### src/rtl/zeroriscy_bnn_seq.sv
`default_nettype none
// ============================================================================
// Module      : zeroriscy_bnn_seq
// Description : Layer sequencer for the zeroriscy BNN coprocessor. Takes one
//               layer-slice descriptor and drives the BNN command port with
//               ini -> acc x N -> pool (per pooled pixel), then norm -> activ,
//               fetching acc operands from the activation RAM and returning
//               the BNN result word.
// Ports       : clk/rst_n           clock, synchronous active-low reset
//               start_i + desc      slice launch and descriptor
//               act_rd_o/addr/rdata activation RAM read port (1-cycle latency)
//               bnn_*               BNN ex-stage command port + result
//               busy_o              slice in progress
//               res_valid_o/data_o  captured result (one-cycle pulse)
//               done_o              one-cycle pulse after the slice ends
// Revision    : 1.0 - initial release
// ============================================================================
module zeroriscy_bnn_seq #(
    parameter int RES_LAT = 3,
    parameter int AW      = 16
) (
    input  logic          clk,
    input  logic          rst_n,
    input  logic          start_i,
    input  logic [7:0]    in_words_i,
    input  logic [3:0]    pool_n_i,
    input  logic [AW-1:0] act_base_i,
    input  logic [15:0]   param_base_i,
    input  logic [15:0]   norm_addr_i,
    output logic          act_rd_o,
    output logic [AW-1:0] act_addr_o,
    input  logic [31:0]   act_rdata_i,
    output logic          bnn_en_o,
    output logic [2:0]    bnn_operator_o,
    output logic [31:0]   bnn_addr_o,
    output logic [31:0]   bnn_data_o,
    input  logic          bnn_ready_i,
    input  logic [31:0]   bnn_result_i,
    output logic          busy_o,
    output logic          res_valid_o,
    output logic [31:0]   res_data_o,
    output logic          done_o
);

    typedef enum logic [3:0] {
        S_IDLE  = 4'd0,
        S_INI   = 4'd1,
        S_FETCH = 4'd2,
        S_ACC   = 4'd3,
        S_POOL  = 4'd4,
        S_NORM  = 4'd5,
        S_ACTIV = 4'd6,
        S_WAIT  = 4'd7,
        S_DONE  = 4'd8
    } state_t;

    localparam logic [7:0] C_WAIT_LAST = 8'(RES_LAT - 1);

    state_t        state_q, state_d;
    logic [7:0]    in_words_q, in_words_d;
    logic [3:0]    pool_n_q, pool_n_d;
    logic [15:0]   param_base_q, param_base_d;
    logic [15:0]   norm_addr_q, norm_addr_d;
    logic [AW-1:0] act_ptr_q, act_ptr_d;
    logic [7:0]    w_q, w_d;
    logic [3:0]    p_q, p_d;
    logic [7:0]    wait_q, wait_d;
    logic [31:0]   acc_data_q, acc_data_d;
    logic          acc_hold_q, acc_hold_d;
    logic [31:0]   res_data_q, res_data_d;
    logic          res_valid_q, res_valid_d;
    logic          done_q, done_d;
    logic [15:0]   w_param_addr;

    assign w_param_addr = param_base_q + {8'h00, w_q};

    always_comb begin
        state_d        = state_q;
        in_words_d     = in_words_q;
        pool_n_d       = pool_n_q;
        param_base_d   = param_base_q;
        norm_addr_d    = norm_addr_q;
        act_ptr_d      = act_ptr_q;
        w_d            = w_q;
        p_d            = p_q;
        wait_d         = wait_q;
        acc_data_d     = acc_data_q;
        acc_hold_d     = acc_hold_q;
        res_data_d     = res_data_q;
        res_valid_d    = 1'b0;
        done_d         = 1'b0;
        act_rd_o       = 1'b0;
        act_addr_o     = '0;
        bnn_en_o       = 1'b0;
        bnn_operator_o = 3'd0;
        bnn_addr_o     = 32'h0;
        bnn_data_o     = 32'h0;

        case (state_q)
            S_IDLE: begin
                if (start_i) begin
                    in_words_d   = in_words_i;
                    pool_n_d     = pool_n_i;
                    param_base_d = param_base_i;
                    norm_addr_d  = norm_addr_i;
                    act_ptr_d    = act_base_i;
                    w_d          = 8'h00;
                    p_d          = 4'h0;
                    state_d      = (pool_n_i != 4'h0) ? S_INI : S_DONE;
                end
            end
            S_INI: begin
                bnn_en_o       = 1'b1;
                bnn_operator_o = 3'd0;
                if (bnn_ready_i) begin
                    state_d = (in_words_q != 8'h00) ? S_FETCH : S_POOL;
                end
            end
            S_FETCH: begin
                act_rd_o   = 1'b1;
                act_addr_o = act_ptr_q;
                acc_hold_d = 1'b0;
                state_d    = S_ACC;
            end
            S_ACC: begin
                // Read data is only guaranteed in the first ACC cycle; keep a
                // copy so the command stays stable across a stall.
                bnn_en_o       = 1'b1;
                bnn_operator_o = 3'd1;
                bnn_addr_o     = {16'h0000, w_param_addr};
                bnn_data_o     = acc_hold_q ? acc_data_q : act_rdata_i;
                acc_data_d     = bnn_data_o;
                acc_hold_d     = 1'b1;
                if (bnn_ready_i) begin
                    act_ptr_d = act_ptr_q + 1'b1;
                    w_d       = w_q + 8'd1;
                    state_d   = ((w_q + 8'd1) == in_words_q) ? S_POOL : S_FETCH;
                end
            end
            S_POOL: begin
                bnn_en_o       = 1'b1;
                bnn_operator_o = 3'd2;
                if (bnn_ready_i) begin
                    p_d     = p_q + 4'd1;
                    w_d     = 8'h00;
                    state_d = ((p_q + 4'd1) == pool_n_q) ? S_NORM : S_INI;
                end
            end
            S_NORM: begin
                bnn_en_o       = 1'b1;
                bnn_operator_o = 3'd3;
                bnn_addr_o     = {16'h0000, norm_addr_q};
                if (bnn_ready_i) begin
                    state_d = S_ACTIV;
                end
            end
            S_ACTIV: begin
                bnn_en_o       = 1'b1;
                bnn_operator_o = 3'd4;
                if (bnn_ready_i) begin
                    wait_d  = 8'h00;
                    state_d = S_WAIT;
                end
            end
            S_WAIT: begin
                if (wait_q == C_WAIT_LAST) begin
                    res_data_d  = bnn_result_i;
                    res_valid_d = 1'b1;
                    state_d     = S_DONE;
                end else begin
                    wait_d = wait_q + 8'd1;
                end
            end
            S_DONE: begin
                // done is registered so it lands the cycle after res_valid.
                done_d  = 1'b1;
                state_d = S_IDLE;
            end
            default: state_d = S_IDLE;
        endcase
    end

    always_ff @(posedge clk) begin
        if (!rst_n) begin
            state_q      <= S_IDLE;
            in_words_q   <= 8'h00;
            pool_n_q     <= 4'h0;
            param_base_q <= 16'h0000;
            norm_addr_q  <= 16'h0000;
            act_ptr_q    <= '0;
            w_q          <= 8'h00;
            p_q          <= 4'h0;
            wait_q       <= 8'h00;
            acc_data_q   <= 32'h0;
            acc_hold_q   <= 1'b0;
            res_data_q   <= 32'h0;
            res_valid_q  <= 1'b0;
            done_q       <= 1'b0;
        end else begin
            state_q      <= state_d;
            in_words_q   <= in_words_d;
            pool_n_q     <= pool_n_d;
            param_base_q <= param_base_d;
            norm_addr_q  <= norm_addr_d;
            act_ptr_q    <= act_ptr_d;
            w_q          <= w_d;
            p_q          <= p_d;
            wait_q       <= wait_d;
            acc_data_q   <= acc_data_d;
            acc_hold_q   <= acc_hold_d;
            res_data_q   <= res_data_d;
            res_valid_q  <= res_valid_d;
            done_q       <= done_d;
        end
    end

    assign busy_o      = (state_q != S_IDLE);
    assign res_valid_o = res_valid_q;
    assign res_data_o  = res_data_q;
    assign done_o      = done_q;

endmodule
`default_nettype wire

### config.mk
export PLATFORM = sky130hd
export DESIGN_NAME = zeroriscy_bnn_seq
export DESIGN_NICKNAME = d
export VERILOG_FILES = /design/src/rtl/zeroriscy_bnn_seq.sv
export SDC_FILE = /design/constraint.sdc
export NUM_CORES = 1
export LEC_CHECK = 0
export BUFFER_PORTS_ARGS = -buffer_cell sky130_fd_sc_hd__buf_4
export CAP_MARGIN = 20
export CELL_PAD_IN_SITES_DETAIL_PLACEMENT = 2
export CELL_PAD_IN_SITES_GLOBAL_PLACEMENT = 2
export CORE_MARGIN = 2
export CORE_UTILIZATION = 28
export DETAILED_ROUTE_END_ITERATION = 16
export GPL_ROUTABILITY_DRIVEN = 0
export PLACE_DENSITY = 0.9
export SYNTH_ARGS = -nofsm -noshare
export SYNTH_HDL_FRONTEND = slang
export SYNTH_SLANG_ARGS = --single-unit
### constraint.sdc
create_clock -name clk -period 2.7 [get_ports clk]
set_input_delay 0 -clock clk [delete_from_list [all_inputs] [get_ports clk]]
set_output_delay 0 -clock clk [all_outputs]
set_load 0.05 [all_outputs]
==> results.txt, run 1 <==
----------------------------------------------------
[Place]
  Instance count after placement with tap cells included ... 1561
  Number of buffers added on ports ... 231
  Detailed-placement wirelength estimate ... 21700 um

[Power and ir drop]
  Int Pwr ... 4.80 mW
  Switching power ... 3.10 mW
  Power density over cell area ... 672 nW/um2
  Maximum ir drop on the vdd rail ... 0.319 mV
  Clock share of power ... 31.4%
  Static leakage power ... 4.75 nW
  Register share of total power ... 35.4%
  Combinational cell fraction of total power ... 33.3%
  Power consumption ... 7.90 mW
  Sw Share ... 39.3%

[Clock network]
  Level count of the clock H-tree ... 4
  Cell at the root of the clock tree ... sky130_fd_sc_hd__clkbuf_16
  Total number of clock tree sinks ... 151
  TritonCTS clock tree ... yes
  Number of buffers created by CTS ... 17
  Clock latency on the worst-skew pair ... 0.44 ns
  CTS clock-pin slew for the worst setup and hold paths ... 0.07 ns
  CTS Buffer Depth ... 2

[Setup path]
  Number of buffers and inverters on the critical path ... 1
  Family of cells with the greatest summed delay on the critical path ... compound AO/OA/AOI/OAI gates
  Required time of the critical path ... 2.70 ns
  Crit path kind ... reg -> out
  Highest net fanout along the worst path ... 6
  Arrival @ worst endpoint ... 2.63 ns
  Critical Path Sink Type ... output port
  Series of cell instances along the critical path ... ha_4 > a211oi_2 > o21ai_2 > a31o_2 > a41oi_1 > xor2_1 > o21ai_0 > buf_4
  Worst Setup Start Kind ... flop
  Critical-path cell with the highest stage delay ... sky130_fd_sc_hd__dfxtp_4
  Largest stage delay on the critical path ... 0.40 ns

[Finish]
  Share of final-layout standard cells stronger than drive strength 1 ... 23.7%
  Area growth from synthesis to layout ... 52.8%
  Sequential cell area ... 3040 um2
  Multi-input gate area in the final layout ... 4410 um2
  Most common cell after layout, fill and taps aside ... sky130_fd_sc_hd__nand2_1
  Post-layout utilization of the core ... 43.7%
  Layout Cells excl Fill ... 1724
  Number of fill cells in the layout ... 2943
  Commonest cells after routing, fill and taps aside ... sky130_fd_sc_hd__nand2_1, sky130_fd_sc_hd__buf_4, sky130_fd_sc_hd__a21oi_1
  Net count, final ... 1511

[STA]
  Count of endpoints failing hold in the final timing report ... 0
  Accumulated negative setup slack ... 0 ns
  Final worst-path cycle share ... 97.5%
  Setup repair after global routing missed its margin ... no
  Final worst hold slack ... 0.0959 ns
  Worst Clk Skew ... 0.0177 ns
  Worst Tran Pin Value ... 0.754 ns
  Fmax ... 380 MHz
  Relative slew margins ... 49.6%
  Final Max Tran Viols ... 0
  Setup violators final ... 0
  Min cycle time layout ... 2.63 ns

[Drt]
  Wire length per cell ... 22.4 um
  Number of DRC violations after detailed-routing iteration 0 ... 532
  Routed vias ... 8982
  Detailed-route vias per instance ... 5.21
  Final routed DRC violation total ... 0
  Number of antenna-violating nets in the routed design ... 0
  First-pass iteration count of the detailed router ... 4
  Drt total wl ... 38700 um

[Yosys]
  Fraction of synthesis flops using an asynchronous set or reset pin ... 0%
  Cells after synthesis ... 1031
  Ys Warns ... 0
  Post-synth top flop ... sky130_fd_sc_hd__dfxtp_1
  Biggest area consumer among synthesized cells ... sky130_fd_sc_hd__dfxtp_1
  Portion of synthesized cell area occupied by the leading cell type ... 39.3%
  Number of library cell types mapped by synthesis ... 62
  Count of state elements after synthesis ... 151
  Summed instance area of the synthesized netlist ... 7700 um2
  Proportion of synthesized chip area in sequential cells ... 39.3%
  Mapped Avg Cell Area ... 7.47 um2
  Largest cells by area after synthesis ... sky130_fd_sc_hd__dfxtp_1, sky130_fd_sc_hd__nand2_1, sky130_fd_sc_hd__a21oi_1
  Number of enable-type register cells in the synthesized netlist ... 0

[Global route]
  Remaining global-route overflow ... 0
  Met2 usage in global routing ... 49.8%
  Grt peak-use layer ... met2
  Number of global-route vias before repair ... 10.5k
  First-pass GRT wire length ... 59500 um
  Maximum number of pins on one net before global-route repair ... 107
  Initial antenna violation count ... 1
  Routing usage on met3 ... 6.21%
  Met1 Resource Use GR ... 28.7%
  Total GRT Usage ... 26.5%

[Floorplanning]
  DIE AREA ... 28800 um2
  # rows ... 60
  Die outline width ... 170 um
  Die Height ... 170 um
  IO Count ... 248
  Initial core utilization ... 28.6%
  Core region area ... 27000 um2

[Status]
  Result of the run ... finished clean

[Min path]
  Class of the tightest hold or removal check ... in -> reg

[Flow run]
  Maximum capacitance violations ... 0

----------------------------------------------------
[cell usage after synthesis, types with 3 or more instances]
library cell / instances
sky130_fd_sc_hd__nand2_1: 261
sky130_fd_sc_hd__dfxtp_1: 151
sky130_fd_sc_hd__a21oi_1: 144
sky130_fd_sc_hd__nor2_1: 82
sky130_fd_sc_hd__clkbuf_1: 53
sky130_fd_sc_hd__o21ai_0: 39
sky130_fd_sc_hd__mux2i_1: 34
sky130_fd_sc_hd__nand3_1: 23
sky130_fd_sc_hd__and2_1: 20
sky130_fd_sc_hd__xor2_1: 19
sky130_fd_sc_hd__buf_4: 16
sky130_fd_sc_hd__xnor2_1: 15
sky130_fd_sc_hd__nor3_1: 14
sky130_fd_sc_hd__ha_1: 13
sky130_fd_sc_hd__and3_1: 11
sky130_fd_sc_hd__inv_1: 11
sky130_fd_sc_hd__nand4_1: 11
sky130_fd_sc_hd__buf_2: 10
sky130_fd_sc_hd__nand2b_1: 8
sky130_fd_sc_hd__a211oi_1: 7
sky130_fd_sc_hd__nor4_1: 6
sky130_fd_sc_hd__a21o_1: 5
sky130_fd_sc_hd__buf_1: 5
sky130_fd_sc_hd__a22o_1: 4
sky130_fd_sc_hd__a2bb2oi_1: 4
sky130_fd_sc_hd__or3_1: 4
sky130_fd_sc_hd__a22oi_1: 3
sky130_fd_sc_hd__nand3b_1: 3
sky130_fd_sc_hd__nor2b_1: 3
sky130_fd_sc_hd__o211ai_1: 3
sky130_fd_sc_hd__o21bai_1: 3
sky130_fd_sc_hd__o22ai_1: 3
sky130_fd_sc_hd__or4_1: 3
[area by class of cell]
cell class	instances	area share [%]
well taps	341	3.63
multi-input cells	800	37.5
clock inverters	13	1.25
repair buffers	388	27.7
clock buffers	19	3.68
flip-flops and latches	151	25.9
inverters	11	0.372
diodes	1	0.0213
[worst register-to-register path, stage by stage, from the launching register on]
cell and delay (ns):
sky130_fd_sc_hd__dfxtp_1 0.43, sky130_fd_sc_hd__nor4_1 0.47, sky130_fd_sc_hd__and2_2 0.35, sky130_fd_sc_hd__nor2_1 0.16
sky130_fd_sc_hd__buf_4 0.20, sky130_fd_sc_hd__o21ai_0 0.16, sky130_fd_sc_hd__dlygate4sd3_1 0.57, sky130_fd_sc_hd__nor2_1 0.04
[sequential cells by signal, summed over array words and instances (netlist names), 8 cells and up]
name	cells
res_data_o	32
wait_q	8
in_words_q	8
param_base_q	16
w_q	8
norm_addr_q	16
acc_data_q	32
act_ptr_q	16
[cell families after synthesis]
kind of cell | share of synthesized area (%)
AOI/OAI and AO/OA | 17.9
xor gates and xnor gates | 3.87
adders and majority gates | 2.37
buffers and inverters | 5.57
DFF | 39.3
muxes | 4.42
other | 0.0487
and+or+nand+nor | 26.5
[per-stage QoR]
step | instance area (um2) | setup WS (ns)
after global routing | 11800 | 0.00167
after floorplan | 7750 | 0.0182
after detailed placement | 9770 | 0.0328
final | 11800 | 0.0671
after global placement | 9770 | 0.234
after CTS | 11700 | 0.00962
[routing by layer]
layer | vias up | routed length (um)
met5 | - | 0
li1 | 4153 | -
met4 | 0 | 1200
met3 | 75 | 1720
met2 | 264 | 20700
met1 | 4490 | 15100
[power groups by stage]
stage | Clock (mW) | Sequential [mW] | Combinational, mW
6_report | 2.48 | 2.79 | 2.63
5_1_grt | 2.61 | 2.82 | 2.81
4_1_cts | 2.50 | 2.76 | 2.47
3_5_place_dp | 0 | 2.81 | 2.28
3_3_place_gp | 0 | 2.78 | 2.20
2_1_floorplan | 0 | 2.67 | 1.58
[worst paths after layout]
check                         startpoint                     endpoint  slack, ns  cells past startpoint
min reg2reg  res_data_o[20]$_SDFFE_PN0P_  res_data_o[20]$_SDFFE_PN0P_       0.46                      2
min                       act_base_i[13]   act_ptr_q[13]$_SDFFE_PN0P_        0.1                      4
max reg2reg      state_q[0]$_SDFFE_PN0P_   act_ptr_q[11]$_SDFFE_PN0P_       0.21                      7
max                  w_q[1]$_SDFFE_PN0P_               bnn_addr_o[11]       0.07                      8
[timing repair]
action                                  4_1_cts  5_1_grt
setup buffers                                 1        3
gates resized for setup                      19       13
pin swaps                                     5        7
hold buffers                                126        0
endpoints found under the setup margin       10       10
endpoints found under the hold margin       127        0
(Power assumes the default switching activity.)
==> run 2: changes to the inputs <==
--- a/config.mk
+++ b/config.mk
@@ -14,6 +14,7 @@
 export DETAILED_ROUTE_END_ITERATION = 16
 export GPL_ROUTABILITY_DRIVEN = 0
 export PLACE_DENSITY = 0.9
+export SETUP_SLACK_MARGIN = 0.3
 export SYNTH_ARGS = -nofsm -noshare
 export SYNTH_HDL_FRONTEND = slang
 export SYNTH_SLANG_ARGS = --single-unit
==> run 2 against run 1 <==
Via count rose by 3.7%. Critical path depth rose by 2. Sequential share of layout area fell by 0.58 points. Clock skew shrank 0.0029 ns. Sequential power barely moved. Utilization grew 1.1 points. Power grew 1.8%. Non-clock buffer count is 7 higher. Final area is 2.5% higher.
==> results.txt, run 2 (synthesis results as in run 1) <==
----------------------------------------------------
[Floorplanning]
  Die outline width ... 170 um
  Die Height ... 170 um
  DIE AREA ... 28800 um2
  IO Count ... 248
  Initial core utilization ... 28.6%
  Core region area ... 27000 um2
  # rows ... 60

[Setup path]
  Highest net fanout along the worst path ... 3
  Internal reg-to-reg setup slack ... 0.33 ns
  Logic depth of the worst register-to-register path ... 9
  Required time of the critical path ... 2.70 ns
  Critical Path Sink Type ... output port
  Crit path kind ... reg -> out
  Arrival @ worst endpoint ... 2.62 ns
  Worst Setup Start Kind ... flop

[Drt]
  Wire length per cell ... 24.5 um
  Number of DRC violations after detailed-routing iteration 0 ... 476
  Routed vias ... 9316
  Detailed-route vias per instance ... 5.38
  First-pass iteration count of the detailed router ... 4
  Drt total wl ... 42400 um
  Number of antenna-violating nets in the routed design ... 0
  Final routed DRC violation total ... 0

[Min path]
  Hold-critical path depth ... 4
  Class of the tightest hold or removal check ... in -> reg

[Place]
  Number of buffers added on ports ... 231
  Detailed-placement wirelength estimate ... 20900 um
  Total cell area at the placement stage ... 9760 um2

[STA]
  Setup violators final ... 0
  Final Max Tran Viols ... 0
  Final worst-path cycle share ... 97.1%
  Worst Clk Skew ... 0.0148 ns
  Setup repair after global routing missed its margin ... yes
  Worst Tran Pin Value ... 0.774 ns
  Relative slew margins ... 48.3%
  Fmax ... 382 MHz
  Accumulated negative setup slack ... 0 ns
  Count of endpoints failing hold in the final timing report ... 0
  Min cycle time layout ... 2.62 ns

[Clock network]
  CTS Buffer Depth ... 2
  Total number of clock tree sinks ... 151
  CTS clock-pin slew for the worst setup and hold paths ... 0.08 ns
  Number of buffers created by CTS ... 17
  Level count of the clock H-tree ... 4
  Cell at the root of the clock tree ... sky130_fd_sc_hd__clkbuf_16
  Clock latency on the worst-skew pair ... 0.43 ns
  TritonCTS clock tree ... yes

[Finish]
  Net count, final ... 1518
  Most common cell after layout, fill and taps aside ... sky130_fd_sc_hd__nand2_1
  Area growth from synthesis to layout ... 56.6%
  Final Cell Area ... 12100 um2
  Number of fill cells in the layout ... 2925
  Share of final-layout standard cells stronger than drive strength 1 ... 26.0%
  Commonest cells after routing, fill and taps aside ... sky130_fd_sc_hd__nand2_1, sky130_fd_sc_hd__buf_4, sky130_fd_sc_hd__a21oi_1

[Global route]
  Remaining global-route overflow ... 0
  Number of global-route vias before repair ... 10.7k
  Maximum number of pins on one net before global-route repair ... 71
  Total GRT Usage ... 28.2%
  First-pass GRT wire length ... 62600 um
  Initial antenna violation count ... 1

[Power and ir drop]
  Static leakage power ... 4.83 nW
  Maximum ir drop on the vdd rail ... 0.434 mV
  Power density over cell area ... 667 nW/um2

[Status]
  Result of the run ... finished clean

[Flow run]
  Maximum capacitance violations ... 0

----------------------------------------------------
run 2: cell count changes in the layout (fill, tap and decap cells not counted), sizes merged:
cell | before | now
diode | 1 | 2
buf | 262 | 270
dlygate4sd3 | 126 | 124
clkinv | 4 | 6
clkinvlp | 4 | 3
run 2: where the power goes:
group / leakage, nW / internal (mW) / switching, mW
Combinational: 3.32 / 0.969 / 1.76
Sequential: 1.23 / 2.48 / 0.340
Clock: 0.277 / 1.37 / 1.13
Total: 4.83 / 4.82 / 3.22
run 2: metal layers:
metal  global-route usage [%]  part of all wire, %
met1                     30.4                   38
met2                     52.4                   52
met3                     5.72                  5.2
met4                     13.6                  5.0
met5                        0                    0
run 2: what timing repair did:
item | in CTS | in global routing
endpoints found under the setup margin | 15 | 55
endpoints found under the hold margin | 125 | 0
hold buffers | 124 | 0
gates resized for setup | 41 | 28
buffers inserted | 14 | 4
gates cloned | 0 | 1
pin swaps | 12 | 12
run 2: stage by stage:
stage / setup slack (ns) / hold slack (ns) / utilization (%) / total power [mW] / std cells
floorplan: 0.278 / 0.136 / - / 4.26 / 1046
global placement: 0.386 / 0.247 / 36.2 / 4.99 / 1555
detailed placement: 0.246 / 0.259 / 36.2 / 5.10 / 1555
CTS: 0.192 / 0.0162 / 44.0 / 7.79 / 1725
global route: 0.0405 / 0.114 / 44.7 / 8.37 / 1731
finish: 0.0791 / 0.0635 / 44.7 / 8.04 / 1732
run 2: cell type report:
class	instances	area (um2)	share of cell area, %
repair buffers	395	3360	27.9
diodes	2	5.00	0.0415
clock buffers	18	429	3.56
well taps	341	427	3.54
multi-input cells	800	4590	38.1
clock inverters	14	150	1.25
inverters	11	43.8	0.363
flip-flops and latches	151	3050	25.3
run 2: final timing paths:
check	start	endpoint
worst min-delay path	act_base_i[5]	act_ptr_q[5]$_SDFFE_PN0P_
worst max-delay path	w_q[1]$_SDFFE_PN0P_	bnn_addr_o[11]
worst max register to register	w_q[1]$_SDFFE_PN0P_	state_q[1]$_SDFFE_PN0P_
worst min register to register	acc_data_q[8]$_SDFFE_PN0P_	acc_data_q[8]$_SDFFE_PN0P_
run 2: critical path, stage by stage, from the launching register on:
cell	delay, ns
sky130_fd_sc_hd__dfxtp_4	0.36
sky130_fd_sc_hd__ha_4	0.26
sky130_fd_sc_hd__a211oi_4	0.27
sky130_fd_sc_hd__o21ai_2	0.12
sky130_fd_sc_hd__a31o_4	0.26
sky130_fd_sc_hd__buf_4	0.14
sky130_fd_sc_hd__buf_4	0.14
sky130_fd_sc_hd__a41oi_4	0.17
sky130_fd_sc_hd__xor2_2	0.22
sky130_fd_sc_hd__o21ai_2	0.08
sky130_fd_sc_hd__buf_6	0.16
==> run 3: changes to the inputs <==
==> constraint.sdc (replaced) <==
create_clock -name clk -period 2.7 [get_ports clk]
set_input_delay 0.135 -clock clk [delete_from_list [all_inputs] [get_ports clk]]
set_output_delay 0.135 -clock clk [all_outputs]
set_load 0.05 [all_outputs]
==> run 3 against run 2 <==
The flow now finishes with violations (negative setup slack). Via count fell by 0.85%. Cell count shrank 0.23%. Critical path depth increased by 1. Sequential share of layout area up 0.15 points. First-iteration DRC count rose by 17%. Non-clock buffer count down 7. Highest routed layer is now met5.
==> results.txt, run 3 (synthesis results as in run 1) <==
----------------------------------------------------
[Min path]
  Hold-critical path depth ... 3
  Class of the tightest hold or removal check ... in -> reg

[Drt]
  Number of antenna-violating nets in the routed design ... 0
  Detailed-route vias per instance ... 5.35
  Wire length per cell ... 24.8 um
  Drt total wl ... 42800 um
  Routed vias ... 9237
  First-pass iteration count of the detailed router ... 4
  Number of DRC violations after detailed-routing iteration 0 ... 559
  Final routed DRC violation total ... 0

[Power and ir drop]
  Maximum ir drop on the vdd rail ... 0.396 mV
  Power consumption ... 8.05 mW
  Static leakage power ... 4.86 nW
  Power density over cell area ... 670 nW/um2

[Finish]
  Share of final-layout standard cells stronger than drive strength 1 ... 27.3%
  Layout Cells excl Fill ... 1728
  Net count, final ... 1512
  Final Cell Area ... 12000 um2
  Commonest cells after routing, fill and taps aside ... sky130_fd_sc_hd__nand2_1, sky130_fd_sc_hd__buf_4, sky130_fd_sc_hd__a21oi_1
  Most common cell after layout, fill and taps aside ... sky130_fd_sc_hd__nand2_1
  Area growth from synthesis to layout ... 56.1%
  Post-layout utilization of the core ... 44.6%

[STA]
  Setup repair after global routing missed its margin ... yes
  Relative slew margins ... 44.2%
  Final worst hold slack ... 0.0412 ns
  Worst Tran Pin Value ... 0.835 ns
  Setup violators final ... 3
  Final Max Tran Viols ... 0
  Worst Clk Skew ... 0.0147 ns
  Final worst-path cycle share ... 103%
  Count of endpoints failing hold in the final timing report ... 0
  Fmax ... 360 MHz
  Min cycle time layout ... 2.77 ns
  Accumulated negative setup slack ... -0.208 ns
  Final critical-path setup slack ... -0.0747 ns

[Clock network]
  CTS clock-pin slew for the worst setup and hold paths ... 0.07 ns
  Total number of clock tree sinks ... 151
  Cell at the root of the clock tree ... sky130_fd_sc_hd__clkbuf_16
  Number of buffers created by CTS ... 17
  CTS Buffer Depth ... 2
  Clock latency on the worst-skew pair ... 0.43 ns
  Level count of the clock H-tree ... 4
  TritonCTS clock tree ... yes

[Floorplanning]
  Core region area ... 27000 um2
  IO Count ... 248
  Die outline width ... 170 um
  # rows ... 60
  Initial core utilization ... 28.6%
  Die Height ... 170 um
  DIE AREA ... 28800 um2

[Place]
  Instance count after placement with tap cells included ... 1563
  Detailed-placement wirelength estimate ... 22100 um
  Post-placement worst setup slack ... 0.249 ns
  Number of buffers added on ports ... 231
  Total cell area at the placement stage ... 9870 um2

[Setup path]
  Critical Path Sink Type ... output port
  Highest net fanout along the worst path ... 3
  Worst Setup Start Kind ... flop
  Crit path kind ... reg -> out
  Logic depth of the worst register-to-register path ... 7
  Required time of the critical path ... 2.57 ns
  Arrival @ worst endpoint ... 2.64 ns

[Global route]
  Met2 usage in global routing ... 49.6%
  Initial antenna violation count ... 4
  Grt peak-use layer ... met2
  Routing usage on met3 ... 6.53%
  First-pass GRT wire length ... 60400 um
  Remaining global-route overflow ... 0
  Number of global-route vias before repair ... 10.5k
  Maximum number of pins on one net before global-route repair ... 58
  Met1 Resource Use GR ... 29.3%
  Total GRT Usage ... 27.1%

[Status]
  Failing checks ... negative setup slack
  Result of the run ... complete, but fails checks

[Flow run]
  Maximum capacitance violations ... 0

----------------------------------------------------
-- run 3: cell types whose count changed in the layout (fill, tap and decap cells not counted), sizes merged --
cell / delta
diode: +2
nand3: +1
clkinv: -3
inv: +4
bufinv: -1
buf: +8
clkbuf: -1
dlygate4sd3: -14
-- run 3: path summary, 6_finish.rpt --
| kind | startpoint | to | slack, ns |
|---|---|---|---|
| worst max-delay path | param_base_q[0]$_SDFFE_PN0P_ | bnn_addr_o[6] | -0.07 |
| worst min-delay path | param_base_i[7] | param_base_q[7]$_SDFFE_PN0P_ | 0.04 |
| worst max register to register | wait_q[1]$_SDFFE_PN0P_ | state_q[0]$_SDFFE_PN0P_ | 0.21 |
| worst min register to register | norm_addr_q[10]$_SDFFE_PN0P_ | norm_addr_q[10]$_SDFFE_PN0P_ | 0.47 |
-- run 3: routing by layer --
layer | up-vias | share of wire (%) | routed length (um)
met5 | - | 0.023 | 10
met4 | 2 | 4.1 | 1760
met3 | 112 | 4.9 | 2090
met2 | 337 | 52 | 22200
met1 | 4633 | 39 | 16700
li1 | 4153 | - | -
-- run 3: cell type report --
cell class                      count  area (um2)
Fill cell                        2947       14900
Multi-Input combinational cell    801        4620
Timing Repair Buffer              388        3280
Sequential cell                   151        3060
Clock buffer                       18         439
Tap cell                          341         427
Clock inverter                     14         139
Inverter                           11        43.8
Antenna cell                        4        10.0
-- run 3: timing repair --
action                     in CTS  in global routing
hold buffers                  109                  1
gates resized for setup        38                 41
buffers inserted               10                  8
cloned                          1                  0
setup endpoints to repair      32                 50
pin swaps                      11                 10
hold endpoints to repair      109                  1
-- run 3: worst max-delay path: stages (launching register included) --
cell,delay [ns]
sky130_fd_sc_hd__dfxtp_4,0.38
sky130_fd_sc_hd__ha_4,0.18
sky130_fd_sc_hd__inv_2,0.05
sky130_fd_sc_hd__fa_2,0.37
sky130_fd_sc_hd__nor2b_4,0.14
sky130_fd_sc_hd__o2111ai_2,0.15
sky130_fd_sc_hd__buf_4,0.18
sky130_fd_sc_hd__nand2_1,0.09
sky130_fd_sc_hd__nor2_2,0.07
sky130_fd_sc_hd__xor2_1,0.32
sky130_fd_sc_hd__o21ai_2,0.11
sky130_fd_sc_hd__buf_6,0.17
-- run 3: report_power, final --
part | switching (mW) | internal (mW) | total, mW | leakage (nW)
clock | 1.14 | 1.32 | 2.46 | 0.277
sequential | 0.312 | 2.48 | 2.79 | 1.24
combinational | 1.80 | 0.995 | 2.80 | 3.35
total | 3.26 | 4.80 | 8.05 | 4.86
